--- src/rtl/cdb_arbiter.sv ---
// Common data bus arbiter: one holding slot per result producer, round-robin grant,
// registered broadcast of at most one result per cycle.
module cdb_arbiter #(
  parameter int unsigned NUM_REQ = 3,
  parameter int unsigned TAG_W   = 4,
  parameter int unsigned DATA_W  = 32
) (
  input  logic                         clk_in,
  input  logic                         rst_in,
  input  logic                         rdy_in,
  input  logic                         flush,
  input  logic [NUM_REQ-1:0]           req_valid,
  input  logic [NUM_REQ*TAG_W-1:0]     req_tag,
  input  logic [NUM_REQ*DATA_W-1:0]    req_val,
  input  logic [NUM_REQ*DATA_W-1:0]    req_addr,
  output logic [NUM_REQ-1:0]           req_ready,
  output logic                         cdb_active,
  output logic [TAG_W-1:0]             cdb_tag,
  output logic [DATA_W-1:0]            cdb_val,
  output logic [DATA_W-1:0]            cdb_addr,
  output logic [$clog2(NUM_REQ+1)-1:0] pending
);

  localparam int unsigned PTR_W = (NUM_REQ > 1) ? $clog2(NUM_REQ) : 1;
  localparam int unsigned CNT_W = $clog2(NUM_REQ + 1);

  logic [NUM_REQ-1:0]             r_slot_valid, w_slot_valid_d;
  logic [NUM_REQ-1:0][TAG_W-1:0]  r_slot_tag, w_slot_tag_d;
  logic [NUM_REQ-1:0][DATA_W-1:0] r_slot_val, w_slot_val_d;
  logic [NUM_REQ-1:0][DATA_W-1:0] r_slot_addr, w_slot_addr_d;
  logic [PTR_W-1:0]               r_ptr, w_ptr_d;

  logic                           r_cdb_active, w_cdb_active_d;
  logic [TAG_W-1:0]               r_cdb_tag, w_cdb_tag_d;
  logic [DATA_W-1:0]              r_cdb_val, w_cdb_val_d;
  logic [DATA_W-1:0]              r_cdb_addr, w_cdb_addr_d;

  logic [NUM_REQ-1:0]             w_grant;
  logic [PTR_W-1:0]               w_grant_idx;
  logic                           w_grant_any;
  logic [CNT_W-1:0]               w_pending;

  // Round-robin scan starting at r_ptr; first valid slot wins.
  always_comb begin
    int unsigned idx;
    logic [PTR_W-1:0] sel;
    idx         = 0;
    sel         = '0;
    w_grant     = '0;
    w_grant_idx = '0;
    w_grant_any = 1'b0;
    if (rdy_in && !flush) begin
      for (int unsigned k = 0; k < NUM_REQ; k++) begin
        idx = 32'(r_ptr) + k;
        if (idx >= NUM_REQ) begin
          idx = idx - NUM_REQ;
        end
        sel = PTR_W'(idx);
        if (!w_grant_any && r_slot_valid[sel]) begin
          w_grant[sel] = 1'b1;
          w_grant_idx  = sel;
          w_grant_any  = 1'b1;
        end
      end
    end
  end

  always_comb begin
    for (int unsigned i = 0; i < NUM_REQ; i++) begin
      req_ready[i] = rdy_in & ~flush & (~r_slot_valid[i] | w_grant[i]);
    end
  end

  always_comb begin
    w_slot_valid_d = r_slot_valid;
    w_slot_tag_d   = r_slot_tag;
    w_slot_val_d   = r_slot_val;
    w_slot_addr_d  = r_slot_addr;
    w_ptr_d        = r_ptr;
    w_cdb_active_d = r_cdb_active;
    w_cdb_tag_d    = r_cdb_tag;
    w_cdb_val_d    = r_cdb_val;
    w_cdb_addr_d   = r_cdb_addr;
    if (rdy_in) begin
      if (flush) begin
        w_slot_valid_d = '0;
        w_ptr_d        = '0;
        w_cdb_active_d = 1'b0;
        w_cdb_tag_d    = '0;
        w_cdb_val_d    = '0;
        w_cdb_addr_d   = '0;
      end else begin
        w_slot_valid_d = r_slot_valid & ~w_grant;
        // Tag 0 results are acknowledged but never stored, so they never reach the bus.
        for (int unsigned i = 0; i < NUM_REQ; i++) begin
          if (req_valid[i] && req_ready[i] && (req_tag[i*TAG_W +: TAG_W] != '0)) begin
            w_slot_valid_d[i] = 1'b1;
            w_slot_tag_d[i]   = req_tag[i*TAG_W +: TAG_W];
            w_slot_val_d[i]   = req_val[i*DATA_W +: DATA_W];
            w_slot_addr_d[i]  = req_addr[i*DATA_W +: DATA_W];
          end
        end
        if (w_grant_any) begin
          w_ptr_d        = (w_grant_idx == PTR_W'(NUM_REQ - 1)) ? '0 : w_grant_idx + 1'b1;
          w_cdb_active_d = 1'b1;
          w_cdb_tag_d    = r_slot_tag[w_grant_idx];
          w_cdb_val_d    = r_slot_val[w_grant_idx];
          w_cdb_addr_d   = r_slot_addr[w_grant_idx];
        end else begin
          w_cdb_active_d = 1'b0;
          w_cdb_tag_d    = '0;
          w_cdb_val_d    = '0;
          w_cdb_addr_d   = '0;
        end
      end
    end
  end

  always_ff @(posedge clk_in) begin
    if (rst_in) begin
      r_slot_valid <= '0;
      r_slot_tag   <= '0;
      r_slot_val   <= '0;
      r_slot_addr  <= '0;
      r_ptr        <= '0;
      r_cdb_active <= 1'b0;
      r_cdb_tag    <= '0;
      r_cdb_val    <= '0;
      r_cdb_addr   <= '0;
    end else begin
      r_slot_valid <= w_slot_valid_d;
      r_slot_tag   <= w_slot_tag_d;
      r_slot_val   <= w_slot_val_d;
      r_slot_addr  <= w_slot_addr_d;
      r_ptr        <= w_ptr_d;
      r_cdb_active <= w_cdb_active_d;
      r_cdb_tag    <= w_cdb_tag_d;
      r_cdb_val    <= w_cdb_val_d;
      r_cdb_addr   <= w_cdb_addr_d;
    end
  end

  always_comb begin
    w_pending = '0;
    for (int unsigned i = 0; i < NUM_REQ; i++) begin
      w_pending = w_pending + CNT_W'(r_slot_valid[i]);
    end
  end

  assign pending    = w_pending;
  assign cdb_active = r_cdb_active;
  assign cdb_tag    = r_cdb_tag;
  assign cdb_val    = r_cdb_val;
  assign cdb_addr   = r_cdb_addr;

endmodule
--- config.mk ---
export PLATFORM = sky130hd
export DESIGN_NAME = cdb_arbiter
export DESIGN_NICKNAME = d
export VERILOG_FILES = /design/src/rtl/cdb_arbiter.sv
export SDC_FILE = /design/constraint.sdc
export NUM_CORES = 1
export LEC_CHECK = 0
export CAP_MARGIN = 25
export CORE_UTILIZATION = 35
export CTS_CLUSTER_SIZE = 25
export DETAILED_ROUTE_END_ITERATION = 8
export PLACE_DENSITY = 0.57
export SYNTH_ARGS = -nofsm -noshare
export SYNTH_HDL_FRONTEND = slang
export SYNTH_SLANG_ARGS = --single-unit
--- constraint.sdc ---
create_clock -name clk_in -period 3.4 [get_ports clk_in]
set_clock_uncertainty 0.05 [all_clocks]
set_input_delay 0.85 -clock clk_in [delete_from_list [all_inputs] [get_ports clk_in]]
set_output_delay 0.85 -clock clk_in [all_outputs]
set_load 0.05 [all_outputs]
---- After elaboration in Yosys (flattened, before gate mapping) ----
Index checks and enable logic that the tools add are counted.
cells by class
  $lt $le $gt $ge ......................... 10
  equality and inequality tests ........... 1
  bitwise operators ....................... 15
  muxes and demuxes ....................... 55
  add/sub/neg operators ................... 8
  reductions and logical operators ........ 23
operators with widths
  cell                                                                           count
  32-bit two-way mux                                                             6
  32-bit binary-select mux with 2-bit select                                     2
  2-bit two-way mux                                                              13
  3-bit two-way mux                                                              7
  1-bit two-way mux                                                              17
  1-bit logical AND                                                              12
  2-bit by 3-bit less-than comparator with 1-bit output (second input constant)  4
  4-bit two-way mux                                                              3
  4-bit nonzero test                                                             3
  3-bit AND reduction                                                            3
  4-bit binary-select mux with 2-bit select                                      1
  1-bit binary-select mux with 2-bit select                                      3
  1-bit demux with 2-bit select                                                  3
  2-bit by 1-bit >= comparator with 1-bit output (second input constant)         3
  3-bit by 2-bit >= comparator with 1-bit output (second input constant)         2
  3-bit OR                                                                       2
  2-bit subtractor (second input constant)                                       3
  1-bit AND                                                                      4
  1-bit inverter                                                                 4
  2-bit by 1-bit adder with 3-bit output (second input constant)                 1
  2-bit by 2-bit adder with 3-bit output (second input constant)                 1
  3-bit AND                                                                      1
  1-bit logical NOT                                                              3
  3-bit inverter                                                                 1
  other kinds (8)                                                                10
word-level totals
  register bits ........................... 278
  output and inout port bits .............. 74
  logic and storage cells ................. 127

---- Longest topological paths before layout ----
  depth in word-level cells ............... 21
  depth in mapped cells ................... 11
  depth with buffers taken out ............ 8

---- Worst setup path after synthesis ----
OpenSTA, ideal clock, no wires.
  path type ............................... reg-to-output
  start ................................... reg r_ptr[0]
  end ..................................... out req_ready[2]
  arrival time ............................ 1,886 ps
  data required time ...................... 2,500 ps
  path slack .............................. 614 ps
  cell stages (with the launch flop) ...... 7
  buffers on the path ..................... 0
  cells stage by stage .................... dfxtp_1 -> inv_1 -> ha_1 -> mux2i_2 -> o21ai_4 -> o311ai_2 -> and2_1
between the ends
  longest elaborated chain between the ends .. 17
RTL lines
  what                                                                                             RTL line  text
  from (decl)                                                                                      31        logic [PTR_W-1:0] r_ptr, w_ptr_d;
  from (signal assigned)                                                                           135       r_ptr <= w_ptr_d;
  parallel branches: the longest is 13 deep, another holds 2-bit by 1-bit adder with 3-bit output  n/a
  3-bit two-way mux (*)                                                                            59        if (!w_grant_any && r_slot_valid[sel]) begin
  3-bit two-way mux (*)                                                                            52        if (rdy_in && !flush) begin
  1-bit OR (*)                                                                                     70        req_ready[i] = rdy_in & ~flush & (~r_slot_valid[i] | w_grant[i]);
  1-bit AND (*)                                                                                    70
  to (decl)                                                                                        16        output logic [NUM_REQ-1:0] req_ready,
Every way passes the cells marked *. The select of a mux whose other input is x is not followed.

---- Final worst setup path ----
  start ................................... reg r_ptr[1]
  end ..................................... out req_ready[2]
The elaborated chain is that of the path after synthesis.

==> results_tabular.tex <==
\begin{tabular}{lr}
\hline
Metric & Value \\
\hline
\multicolumn{2}{l}{\textbf{Outcome}} \\
Run status & complete, no violations \\
\multicolumn{2}{l}{\textbf{CTS}} \\
Buffers from clock root to sink, at most & 3 \\
Clock latency on the worst-skew pair & 0.55 ns \\
Number of buffers created by CTS & 30 \\
Clock tree from TritonCTS & built \\
Clock sink count & roughly 280 \\
Reg clk slew, reported paths & 0.06 ns \\
Number of H-tree branching levels & 1 \\
Clock root cell & clkbuf\_16 \\
\multicolumn{2}{l}{\textbf{Global routing}} \\
Vias in the first global route & 10,100 \\
Global-route wire length before repair & approximately 56 mm \\
Initial antenna violation count & 1 \\
Total overflow reported by the global router & 0 \\
Largest net degree at the start of global routing & just under 90 \\
Total track usage & a little over a fifth \\
\multicolumn{2}{l}{\textbf{Min path}} \\
Path type of the worst min-delay path & reg2reg \\
Hold-critical path depth & 2 \\
Capture endpoint of the worst hold path & cdb\_val[19] \\
Hold\_sp & cdb\_val[19] \\
\multicolumn{2}{l}{\textbf{Pwr}} \\
Leakage power total & 5.44 nW \\
Clock network power share & 43.6\% \\
Max VDD drop & 0.000354 V \\
Total power divided by cell area & 483 nW/um2 \\
Sequential power share & 44.8\% \\
Sw frac & 24.7\% \\
Net load switching power & 1.88 mW \\
P\_int & 5.72 mW \\
Fraction of power consumed by combinational cells & 11.5\% \\
\multicolumn{2}{l}{\textbf{Setup path}} \\
Crit path max-delay family & compound AO/OA/AOI/OAI gates \\
Critical path, cell by cell & inv\_1, ha\_2, nand3b\_1, o21ai\_4, o311ai\_2, and2\_1, buf\_12 \\
CP max-delay cell & dfxtp\_1 \\
Launching element type of the critical path & flop \\
Internal reg-to-reg setup slack & 0.61 ns \\
FF-to-FF Start & r\_ptr[0] \\
Reg2reg end & r\_slot\_addr[28] \\
Max FO, Critical Path & 8 \\
Category of the most critical setup path & reg2out \\
Cells on worst reg2reg path & 10 \\
Number of buffers and inverters on the critical path & 2 \\
Required time reported for the critical path endpoint & $\sim$2.5 ns \\
Crit path DAT & 2.46 ns \\
Stage delay of the slowest cell on the critical path & between 0.4 and 0.5 ns \\
Critical Path End Type & primary output \\
\multicolumn{2}{l}{\textbf{Synth}} \\
Leading post-synthesis cells by cell area & dfxtp\_1 (49\%), nand2\_1 (16\%), mux2i\_1 (12\%) \\
Share of synthesized area spent on multiplexers & about an eighth \\
Post-synthesis average cell area & 8.35 um2 \\
Post-synth top flop & dfxtp\_1 \\
Combinational family with the most area after synthesis & simple AND/OR/NAND/NOR gates \\
Flip-flop and latch count after synthesis & 278 \\
Synthesized-area fraction occupied by and/or/nand/nor cells & 20.0\% \\
Synthesized netlist net count & 1,567 \\
Count of flip-flops with a built-in enable after synthesis & 0 \\
Share of synthesized cell area in full adder, half adder and majority cells & 0.621\% \\
Xor and xnor area share after synthesis & 0\% \\
Synthesis Warnings & 0 \\
Syn Std Cell Area & 11,300 um2 \\
Part of the Yosys area used for sequential elements & 49.4\% \\
Biggest area consumer among synthesized cells & dfxtp\_1 \\
Async SR Flop Fraction & 0\% \\
Synthesized-area fraction occupied by ao, oa, aoi and oai cells & 14.0\% \\
Number of different library cells in the post-synthesis netlist & 49 \\
Gate count after technology mapping & 1,351 \\
Proportion of netlist area held by the largest area contributor & 49.4\% \\
\multicolumn{2}{l}{\textbf{Timing}} \\
Hold violation total from the final report & 0 \\
Final setup violation count & 0 \\
Final worst hold slack & 0.397 ns \\
Slew of the pin with the lowest slew margin & about 0.57 ns \\
RSZ-0062 raised after global routing & true \\
Max-slew headroom at the worst pin & between 60\% and 70\% \\
Fin crit period & 3.36 ns \\
Part of the cycle the worst path needs & a little over nine tenths \\
Max Fclk & 0.298 GHz \\
Number of pins exceeding their max-slew limit in the final report & 0 \\
\multicolumn{2}{l}{\textbf{Routing}} \\
Length of the first detailed-routing pass in iterations & 5 \\
Remaining antenna violation count & 0 \\
Total routed wirelength & 36.1 mm \\
DR vias & 10,200 \\
Wire length per cell & 17.9 um \\
Initial drt markers & 536 \\
Number of remaining DRC errors & 0 \\
Detail-routed via count per cell & 5.07 \\
\multicolumn{2}{l}{\textbf{Layout}} \\
Number of nets in the layout & 1,810 \\
Share of cells above drive strength 1 & around 6.8\% \\
Layout overhead on the synthesized area & 39.4\% \\
Number of non-filler instances in the completed layout & 2,020 \\
N\_diodes & 0 \\
\multicolumn{2}{l}{\textbf{Floorplan}} \\
Die Outline Area & 32,900 um2 \\
Overall die width & 182 um \\
Height of the die & 182 um \\
Starting density of the core & 35.6\% \\
Total I/O pin count & 285 \\
Std-Cell Rows & 65 \\
Core area & $\sim$32,000 um2 \\
\multicolumn{2}{l}{\textbf{Place}} \\
Placer congestion estimate & 0.872 \\
Placed Instances & 1,962 \\
PortBufs & between 200 and 300 \\
Half-perimeter wire length of the detailed placement result & 23.1 mm \\
\multicolumn{2}{l}{\textbf{Flow run}} \\
\# Max-Cap Violations & 0 \\
\hline
\end{tabular}
==> cell type report <==
type / count / area [um2]
multi-input cells: 959 / 5340
flip-flops and latches: 278 / 5570
inverters: 7 / 33.8
clock buffers: 46 / 892
fillers: 3095 / 15900
well taps: 402 / 503
clock inverters: 10 / 106
repair buffers: 318 / 3280
==> state kept, by name (all words and copies together), names as in the netlist <==
register,flops
r_slot_valid,3
r_slot_tag,12
r_ptr,2
r_slot_val,96
r_slot_addr,96
cdb_val,32
cdb_tag,4
cdb_active,1
cdb_addr,32
==> worst min-delay path, stage by stage, from the launching register on <==
cell and delay [ns]:
dfxtp_1 0.31, nand2_1 0.05, o21ai_1 0.05
==> worst max path at each step <==
| stage | startpoint | endpoint | slack (ns) | depth (start not counted) |
|---|---|---|---|---|
| 6_report | r_ptr[1] | req_ready[2] | 0.04 | 7 |
| 5_1_grt | r_ptr[1] | req_ready[0] | -0.08 | 8 |
| 4_1_cts | r_ptr[0] | req_ready[0] | -0.0007 | 8 |
| 3_5_place_dp | rdy_in | cdb_val[7] | 0.31 | 8 |
| 3_3_place_gp | rdy_in | cdb_val[22] | 0.36 | 8 |
| 2_1_floorplan | r_ptr[0] | req_ready[2] | 0.61 | 6 |
==> cells in the final DEF, fill, tap and decap left out, types with 15 or more instances in the layout <==
cell type / instances
a21oi_1: 71
buf_12: 15
buf_4: 23
clkbuf_16: 31
clkdlybuf4s50_1: 279
dfxtp_1: 277
mux2i_1: 131
nand2_1: 474
nor2_1: 75
o21ai_0: 64
o221ai_1: 68
==> repair_timing <==
action | CTS | global route
endpoints found under the setup margin | 3 | 3
gates resized for setup | 5 | 11
buffers inserted | 1 | 1
pin swaps | 1 | 2
hold buffers | 0 | 0
==> cells by family (layout without fill, tap and decap cells) <==
family | Yosys count | after routing
compound gates | 241 | 241
buf+inv | 114 | 381
fa+ha+maj | 5 | 5
mux | 133 | 133
flops | 278 | 278
simple gates | 580 | 580
==> Yosys cell counts, drive strengths merged, types with 2 or more instances <==
cell,instances
a21boi,2
a21o,2
a21oi,72
a32o,2
and2,7
and3,2
buf,30
clkbuf,77
dfxtp,278
ha,4
inv,7
mux2i,133
nand2,475
nand2b,4
nand3,5
nand3b,2
nor2,76
nor2b,2
nor4,2
o21a,2
o21ai,76
o221ai,68
o2bb2ai,2
o31a,2
==> layer usage <==
| layer | part of all wire, % | global-route usage (%) | vias up |
|---|---|---|---|
| li1 | - | - | 5043 |
| met1 | 46 | 28.2 | 4828 |
| met2 | 46 | 35.5 | 315 |
| met3 | 6.3 | 4.07 | 55 |
| met4 | 2.3 | 5.80 | 0 |
| met5 | 0 | 0 | - |
==> power groups by stage <==
stage,registers (mW),clock network (mW),logic (mW)
after detailed placement,3.47,0,0.872
after CTS,3.40,3.38,0.880
after global placement,3.47,0,0.870
final,3.40,3.32,0.878
after floorplan,3.48,0,0.395
after global routing,3.41,3.51,0.944
==> metrics by stage <==
step | setup WS (ns) | setup TNS (ns) | instance area [um2] | utilization [%] | total power [mW]
6_report | 0.0391 | 0 | 15700 | 49.7 | 7.60
5_1_grt | -0.0801 | -0.140 | 15700 | 49.7 | 7.87
4_1_cts | -0.000741 | -0.000741 | 15700 | 49.5 | 7.66
3_5_place_dp | 0.308 | 0 | 14600 | 46.3 | 4.34
3_3_place_gp | 0.361 | 0 | 14600 | 46.3 | 4.34
2_1_floorplan | 0.614 | 0 | 11300 | - | 3.87
Note: power is estimated with default switching activity, not from simulation.
